**config.mk**
```make
export PLATFORM = sky130hd
export DESIGN_NAME = iir_tap_scheduler
export DESIGN_NICKNAME = d
export VERILOG_FILES = /design/src/rtl/iir_tap_scheduler.sv
export SDC_FILE = /design/constraint.sdc
export NUM_CORES = 2
export LEC_CHECK = 0
export ABC_AREA = 1
export BUFFER_PORTS_ARGS = -buffer_cell sky130_fd_sc_hd__buf_2
export CORE_AREA = 3 3 264 266
export CTS_CLUSTER_SIZE = 30
export DETAILED_ROUTE_END_ITERATION = 6
export DIE_AREA = 0 0 267 269
export PLACE_DENSITY_LB_ADDON = 0.15
export SLEW_MARGIN = 20
export SYNTH_ARGS = -nofsm -noshare
export SYNTH_HDL_FRONTEND = slang
export SYNTH_SLANG_ARGS = --single-unit
export TNS_END_PERCENT = 5
```
**constraint.sdc**
```tcl
create_clock -name clk -period 11.2 [get_ports clk]
set_clock_uncertainty 0.1 [all_clocks]
set_input_delay 1.68 -clock clk [delete_from_list [all_inputs] [get_ports clk]]
set_output_delay 1.68 -clock clk [all_outputs]
set_load 0.01 [all_outputs]
```
**src/rtl/iir_tap_scheduler.sv**
```systemverilog
// iir_tap_scheduler: 5th-order direct-form-I IIR computed on one time-shared signed MAC
module iir_tap_scheduler #(
  parameter int DW     = 16,
  parameter int CW     = 16,
  parameter int OSHIFT = 12,
  parameter int ACCW   = 40
) (
  input  logic          clk,
  input  logic          rst_n,
  input  logic          cfg_we,
  input  logic          cfg_sel,
  input  logic [2:0]    cfg_addr,
  input  logic [CW-1:0] cfg_data,
  output logic          cfg_err,
  input  logic          hist_clr,
  input  logic          in_valid,
  output logic          in_ready,
  input  logic [DW-1:0] in_data,
  output logic          out_valid,
  input  logic          out_ready,
  output logic [DW-1:0] out_data,
  output logic          out_sat,
  output logic          busy
);
  typedef enum logic [2:0] {IDLE, MAC_B, MAC_A, SCALE, OUT} state_t;
  localparam logic signed [ACCW-1:0] YMAX = {{(ACCW-DW+1){1'b0}}, {(DW-1){1'b1}}};
  localparam logic signed [ACCW-1:0] YMIN = {{(ACCW-DW+1){1'b1}}, {(DW-1){1'b0}}};
  localparam logic signed [ACCW-1:0] HALF = {{(ACCW-OSHIFT){1'b0}}, 1'b1, {(OSHIFT-1){1'b0}}};
  localparam logic signed [CW-1:0]   ONE  = {{(CW-OSHIFT-1){1'b0}}, 1'b1, {OSHIFT{1'b0}}};
  state_t                 state_q, state_d;
  logic [2:0]             cnt_q, cnt_d;
  logic signed [ACCW-1:0] acc_q, acc_d;
  logic signed [CW-1:0]   b_q [6];
  logic signed [CW-1:0]   b_d [6];
  logic signed [CW-1:0]   a_q [5];
  logic signed [CW-1:0]   a_d [5];
  logic signed [DW-1:0]   x_q [6];
  logic signed [DW-1:0]   x_d [6];
  logic signed [DW-1:0]   y_q [5];
  logic signed [DW-1:0]   y_d [5];
  logic [DW-1:0]          out_data_q, out_data_d;
  logic                   out_sat_q, out_sat_d, cfg_err_q, cfg_err_d;
  logic                   idle, bad_addr;
  logic signed [CW-1:0]   coef;
  logic signed [DW-1:0]   samp;
  logic signed [CW+DW-1:0] prod;
  logic signed [ACCW-1:0] prod_ext, rnd, shf;
  assign idle      = state_q == IDLE;
  assign in_ready  = idle;
  assign busy      = !idle;
  assign out_valid = state_q == OUT;
  assign out_data  = out_data_q;
  assign out_sat   = out_sat_q;
  assign cfg_err   = cfg_err_q;
  // Shared MAC operand select (a/y taps in MAC_A, b/x taps otherwise) and output rounding
  always_comb begin
    coef     = (state_q == MAC_A) ? a_q[cnt_q] : b_q[cnt_q];
    samp     = (state_q == MAC_A) ? y_q[cnt_q] : x_q[cnt_q];
    prod     = coef * samp;
    prod_ext = {{(ACCW-CW-DW){prod[CW+DW-1]}}, prod};
    rnd      = acc_q + HALF;
    shf      = rnd >>> OSHIFT;
  end
  // Next-state: coefficient writes, history maintenance and the tap sequence
  always_comb begin
    state_d    = state_q;
    cnt_d      = cnt_q;
    acc_d      = acc_q;
    b_d        = b_q;
    a_d        = a_q;
    x_d        = x_q;
    y_d        = y_q;
    out_data_d = out_data_q;
    out_sat_d  = out_sat_q;
    bad_addr   = cfg_sel ? (cfg_addr == 3'd0 || cfg_addr > 3'd5) : (cfg_addr > 3'd5);
    cfg_err_d  = cfg_we && (!idle || bad_addr);
    if (cfg_we && idle && !bad_addr) begin
      if (cfg_sel) a_d[cfg_addr - 3'd1] = cfg_data;
      else b_d[cfg_addr] = cfg_data;
    end
    case (state_q)
      IDLE: begin
        if (hist_clr) begin
          for (int i = 0; i < 6; i++) x_d[i] = '0;
          for (int i = 0; i < 5; i++) y_d[i] = '0;
        end
        if (in_valid) begin
          for (int i = 1; i < 6; i++) x_d[i] = hist_clr ? '0 : x_q[i-1];
          x_d[0]  = in_data;
          acc_d   = '0;
          cnt_d   = '0;
          state_d = MAC_B;
        end
      end
      MAC_B: begin
        acc_d   = acc_q + prod_ext;
        cnt_d   = (cnt_q == 3'd5) ? 3'd0 : cnt_q + 3'd1;
        state_d = (cnt_q == 3'd5) ? MAC_A : MAC_B;
      end
      MAC_A: begin
        acc_d   = acc_q - prod_ext;
        cnt_d   = (cnt_q == 3'd4) ? 3'd0 : cnt_q + 3'd1;
        state_d = (cnt_q == 3'd4) ? SCALE : MAC_A;
      end
      SCALE: begin
        out_sat_d  = (shf > YMAX) || (shf < YMIN);
        out_data_d = (shf > YMAX) ? YMAX[DW-1:0] : (shf < YMIN) ? YMIN[DW-1:0] : shf[DW-1:0];
        state_d    = OUT;
      end
      OUT: begin
        if (out_ready) begin
          for (int i = 1; i < 5; i++) y_d[i] = y_q[i-1];
          y_d[0]  = out_data_q;
          state_d = IDLE;
        end
      end
      default: state_d = IDLE;
    endcase
  end
  // State registers; reset restores the passthrough coefficient set and clears histories
  always_ff @(posedge clk or negedge rst_n) begin
    if (!rst_n) begin
      state_q    <= IDLE;
      cnt_q      <= '0;
      acc_q      <= '0;
      for (int i = 0; i < 6; i++) b_q[i] <= (i == 0) ? ONE : '0;
      for (int i = 0; i < 5; i++) a_q[i] <= '0;
      for (int i = 0; i < 6; i++) x_q[i] <= '0;
      for (int i = 0; i < 5; i++) y_q[i] <= '0;
      out_data_q <= '0;
      out_sat_q  <= 1'b0;
      cfg_err_q  <= 1'b0;
    end else begin
      state_q    <= state_d;
      cnt_q      <= cnt_d;
      acc_q      <= acc_d;
      b_q        <= b_d;
      a_q        <= a_d;
      x_q        <= x_d;
      y_q        <= y_d;
      out_data_q <= out_data_d;
      out_sat_q  <= out_sat_d;
      cfg_err_q  <= cfg_err_d;
    end
  end
endmodule

```
=== Word-level counts from Yosys, hierarchy flattened ===
Cells that the tools add are included.

* Register bits after elaboration: 416
* Word-level logic and storage cells: 120
* Output and inout bits: 21
* Input bits: 42

* Order comparisons: 8
* Muxes and demuxes: 44
* Reduce and logical (&&, ||, !) cells: 21
* Equality and inequality tests: 9
* $add $sub $neg: 5
* Multipliers: 1
* Bitwise logic cells: 4

{| class="wikitable"
|+ Operators by type and width
! operator !! count
|-
| 2-to-1 mux 16 bit || 19
|-
| binary-select mux 16 bit (select 3 bit) || 4
|-
| 2-to-1 mux 96 bit || 2
|-
| 2-to-1 mux 80 bit || 2
|-
| one-hot mux 80 bit (2 select lines) || 1
|-
| one-hot mux 40 bit (3 select lines) || 1
|-
| bitwise mux 96 bit || 1
|-
| demux 16 bit (select 3 bit) || 2
|-
| bitwise mux 80 bit || 1
|-
| adder 40 x 13 -> 40 bit (second input constant) || 1
|-
| adder 40 x 32 -> 40 bit || 1
|-
| 2-to-1 mux 40 bit || 1
|-
| subtractor 40 x 32 -> 40 bit || 1
|-
| multiplier 16 x 16 -> 32 bit || 1
|-
| > comparator 28 x 16 -> 1 bit (second input constant) || 1
|-
| less-than comparator 28 x 16 -> 1 bit (second input constant) || 1
|-
| 2-to-1 mux 3 bit || 5
|-
| one-hot mux 3 bit (5 select lines) || 1
|-
| >= comparator 4 bit (second input constant) || 3
|-
| inverter 3 -> 4 bit || 3
|-
| AND reduction 2 bit || 5
|-
| equality test 3 bit (second input constant) || 3
|-
| one-hot mux 3 bit (3 select lines) || 1
|-
| less-than comparator 4 x 1 -> 1 bit (second input constant) || 2
|-
| other kinds (17) || 29
|}

=== Longest topological paths before layout ===
* Depth after elaboration: 8
* Depth in mapped cells: 60
* Gate-level depth less buffers: 55

=== Worst setup path after synthesis ===
Ideal clock, no wire load.

* Kind: register to register
* Start: register cnt_q[0]
* End: register acc_q[39]
* Clock period less this slack: 9.389 ns
* Setup slack: 1.811 ns
* Data required time: 10.983 ns
* Arrival: 9.173 ns
* Stages on the path, launching flop included: 51
* Path buffers: 5
* Setup time: 0.117 ns
* Path through: dfrtp_1 -> buf_4 -> inv_2 -> buf_2 -> buf_2 -> buf_1 -> o21ai_0 -> o221ai_1 -> nand3_1 -> o21ai_1 -> buf_2 -> nand2_1 -> fa_1 -> inv_1 -> fa_1 -> fa_1 -> fa_1 -> fa_1 -> [... 15 more ...] -> xor2_1 -> nand2_1 -> o21ai_0 -> ha_1 -> nand2_1 -> nor2_1 -> inv_1 -> nor2_1 -> inv_1 -> nor3_1 -> nand3_1 -> nand3_1 -> xor2_1 -> inv_1 -> nand2_1 -> nand2_1 -> nand2_1 -> nand2_1

* Word-level cells in the longest chain between the ends: 8
* Elaborated cells between the ends (all ways): 19
* Classes of those cells: add/sub: 2; mul: 1; mux: 15; bitwise: 1

{| class="wikitable"
|+ Ends and longest elaborated chain
! what !! line !! RTL
|-
| from (decl) || 31 || <nowiki>logic [2:0] cnt_q, cnt_d;</nowiki>
|-
| from (signal assigned) || 135 || <nowiki>cnt_q <= cnt_d;</nowiki>
|-
| inverter 3 -> 4 bit (implied by the code) * || 57, 58 ||
|-
| binary-select mux 16 bit (select 3 bit), on equally long branches || 57, 58 ||
|-
| 2-to-1 mux 16 bit, on equally long branches (3 in a row) || 57, 58 ||
|-
| multiplier 16 x 16 -> 32 bit * || 59 || <nowiki>prod = coef * samp;</nowiki>
|-
| subtractor 40 x 32 -> 40 bit / adder 40 x 32 -> 40 bit (equally long branches) || 101, 96 ||
|-
| one-hot mux 40 bit (3 select lines) * || 81 || <nowiki>case (state_q)</nowiki>
|-
| to (signal assigned) || 125 || <nowiki>acc_q <= '0;</nowiki>
|-
| to (signal assigned) || 136 || <nowiki>acc_q <= acc_d;</nowiki>
|-
| to (decl) || 32 || <nowiki>logic signed [ACCW-1:0] acc_q, acc_d;</nowiki>
|}

Every way passes the cells marked *; elsewhere a longest branch is shown, timed or not. The select of a mux whose other input is x is not followed.
A chain may end at the register's enable or synchronous reset.

=== Worst setup path in the final report ===
* Start: register state_q[0]
* End: register acc_q[39]

* Word-level cells in the longest chain between the ends: 5
* Elaborated cells between the ends (all ways): 12
* Classes of those cells: add/sub: 2; mul: 1; eq/ne: 3; mux: 3; reduce/logical: 3

{| class="wikitable"
|+ Ends and longest elaborated chain
! what !! line !! RTL
|-
| from (decl) || 30 || <nowiki>state_t state_q, state_d;</nowiki>
|-
| from (signal assigned) || 134 || <nowiki>state_q <= state_d;</nowiki>
|-
| equality test 3 x 2 -> 1 bit || 57, 58, 81 ||
|-
| 2-to-1 mux 16 bit, on equally long branches || 57, 58 ||
|-
| multiplier 16 x 16 -> 32 bit || 59 ||
|-
| subtractor 40 x 32 -> 40 bit / adder 40 x 32 -> 40 bit (equally long branches) || 101, 96 ||
|-
| one-hot mux 40 bit (3 select lines) || 81 ||
|}

Parallel ways exist; a longest one is shown, timed or not.

==> impl_metrics.py <==
metrics = {
    "outcome": {
        "outcome": "finished clean",
    },
    "global_routing": {
        "grt_pass1_vias": 28462,
        "top_usage_layer": "met2",
        "grt_max_degree": 99,
        "grt_first_pass_wirelength_um": 158000,
        "gr-total-overflow": 0,
        "gr-usage-met2": 0.442,
        "use_met1": 0.386,
        "antenna_found_initial": 0,
        "grt.total_usage": 0.278,
        "use_met3": 0.0441,
    },
    "logic_synthesis": {
        "syn_nets": 4855,
        "yosysTopAreaCellShare": 0.309,
        "synth_edf_count": 0,
        "ys_warn_count": 0,
        "synthArstFlopShare": 1.00,
        "ys_seq_elements": 416,
        "syn_avg_cell_area_um2": 7.60,
        "syn_area_um2": 33600,
        "netlist_instances": 4422,
        "synthFlopType": "dfrtp_1",
        "ys_seq_area_frac": 0.310,
        "ys_top_cells_by_area": "dfrtp_1 31%, fa_1 16%, nand2_1 10%",
        "synth_cell_type_count": 53,
        "post-synth-top-area-cell": "dfrtp_1",
    },
    "clocking": {
        "clk_pin_slew_ps": 60,
        "cts_root_buffer": "clkbuf_16",
        "htreeDepth": 2,
        "cts_setup_buffers": 0,
        "cts_buffer_depth": 3,
        "cts_buffers": 47,
        "clk_latency_ps": 620,
        "cts_tree": "built",
        "clock-sinks": 416,
    },
    "worst_setup_path": {
        "startpoint_type": "flop",
        "critPathSlowestCell": "fa_1",
        "crit_path_frequent_cell": "nand2_1",
        "rr_worst_depth": 47,
        "end_kind": "flop",
        "r2r_end": "acc_q[39]",
        "worstPathArrival_ps": 10790,
        "slowest_delay_ps": 560,
        "cp.required_ps": 11580,
        "reg2reg_from": "state_q[0]",
        "path_class": "reg -> reg",
        "r2r_setup_slack_ps": 780,
        "crit_fanout": 82,
    },
    "finish": {
        "final_area_um2": 36700,
        "layout-drive-gt1-share": 0.0662,
        "diodes": 0,
        "nets": 4850,
        "area.growth.synth_to_final_pct": 9.16,
    },
    "worst_hold_path": {
        "worstHoldEndpoint": "b_q[76]",
        "hp-start": "b_q[76]",
        "hold_depth": 2,
        "min_path_type": "reg -> reg",
    },
    "placement": {
        "place_ws_ps": 533,
        "hpwl_um": 71200,
        "portBuffers": 62,
        "place.gp.congestion": 0.926,
        "place_area_um2": 35000,
    },
    "timing": {
        "tns_ps": 0,
        "slew_violations": 0,
        "max_freq_mhz": 96.0,
        "relSlewSlack": 0.299,
        "rsz0062_at_grt": "no",
        "post-route-min-period_ps": 10420,
        "fin_crit_sh": 0.930,
        "hold_viol": 0,
        "finalSetupViolations": 0,
        "setup_ws_ps": 785,
        "worstMarginPinSlew_ps": 1050,
    },
    "route": {
        "wl_per_cell_um": 18.1,
        "vias": 28493,
        "viasPerCell": 5.35,
        "drtIter0Drc": 2321,
        "first_pass_iters": 6,
        "ant_nets": 0,
        "wl_um": 96500,
        "drc": 0,
    },
    "floorplanning": {
        "die_x_um": 267,
        "initial_core_util": 0.500,
        "dieArea_um2": 71800,
        "die_h_um": 269,
        "io-pin-count": 63,
        "num_rows": 95,
        "core_um2": 67300,
    },
    "run": {
        "max_cap_viol_count": 0,
    },
}
## worst max-delay path: cells and delay by family (launching register included)
family	cells	cell delay (ps)
compound gates	3	620
xor+xnor	2	330
fa+ha+maj	8	3920
buf+inv	10	1250
flops	1	440
simple gates	24	3620
## placed cells by master, fill, tap and decap left out, drive strengths merged, types with 11 or more instances in the layout
cell	count
nand2	950
inv	894
xnor2	27
fa	263
a31oi	11
a21oi	209
dfrtp	415
buf	150
a32o	16
clkinv	14
nand4	38
xor2	71
ha	128
nand3	275
o21ai	499
o22ai	83
nor2	224
clkbuf	67
o221ai	16
nor3	28
## registers in the layout, summed over array words and instances, names as in the netlist, 3 cells and up
signal	count
cnt_q	3
x_q	96
acc_q	40
a_q	80
y_q	80
state_q	3
out_data	16
b_q	96
## through the flow
step	hold slack [ps]	std cells	utilization
5_1_grt	399	5328	0.546
3_3_place_gp	360	5241	0.520
3_5_place_dp	368	5241	0.520
6_report	380	5328	0.546
2_1_floorplan	348	4422	-
4_1_cts	383	5328	0.545
## how the worst max path moves through the flow
stage	start	endpoint	slack, ps	cells after the start
after CTS	state_q[2]	acc_q[39]	480	47
final	state_q[0]	acc_q[39]	780	47
after global placement	state_q[0]	acc_q[39]	480	47
after global routing	state_q[1]	acc_q[39]	40	47
after detailed placement	state_q[0]	acc_q[39]	530	47
after floorplan	cnt_q[0]	acc_q[39]	1810	50
## cells by family after synthesis
family,Yosys count,synth area share
AO/OA/AOI/OAI,877,0.143
XOR/XNOR,98,0.0261
flip-flops,416,0.310
buffers and inverters,1100,0.125
AND/OR/NAND/NOR,1540,0.192
adder cells (fa/ha/maj),391,0.204
## metal layers
layer	vias up	part of all wire
met2	765	0.45
met1	13678	0.45
li1	13892	-
met3	158	0.061
met4	0	0.039
met5	-	0
## synth_stat cells (6+ instances only)
cell      instances
a21o_1            6
a21oi_1         198
a21oi_2          10
a31oi_1          11
a32o_1           16
and2_1            9
buf_1            24
buf_2            29
clkbuf_1        148
dfrtp_1         415
fa_1            263
ha_1            128
inv_1           891
nand2_1         936
nand2_2          12
nand3_1         273
nand4_1          37
nor2_1          219
nor3_1           23
nor4_1            9
o211ai_1          6
o21ai_0         484
o21ai_1          15
o221ai_1         16
o22ai_1          83
o31ai_1           6
o32ai_1           9
xnor2_1          27
xor2_1           70
## what timing repair did
action | CTS | global route
endpoints found under the setup margin | 0 | 6
hold buffers | 0 | 0
resized for setup | 0 | 9
## final cells by class
type	instances	area (µm²)
Fill cell	6453	30600
Multi-Input combinational cell	2906	19100
Sequential cell	416	10400
Inverter	896	3370
Clock buffer	67	1380
Tap cell	873	1090
Timing Repair Buffer	150	1060
Clock inverter	20	307
Power is left out: the tool's default activity adds up to more than one toggle a clock period on the data nets, which glitch-free logic cannot reach.
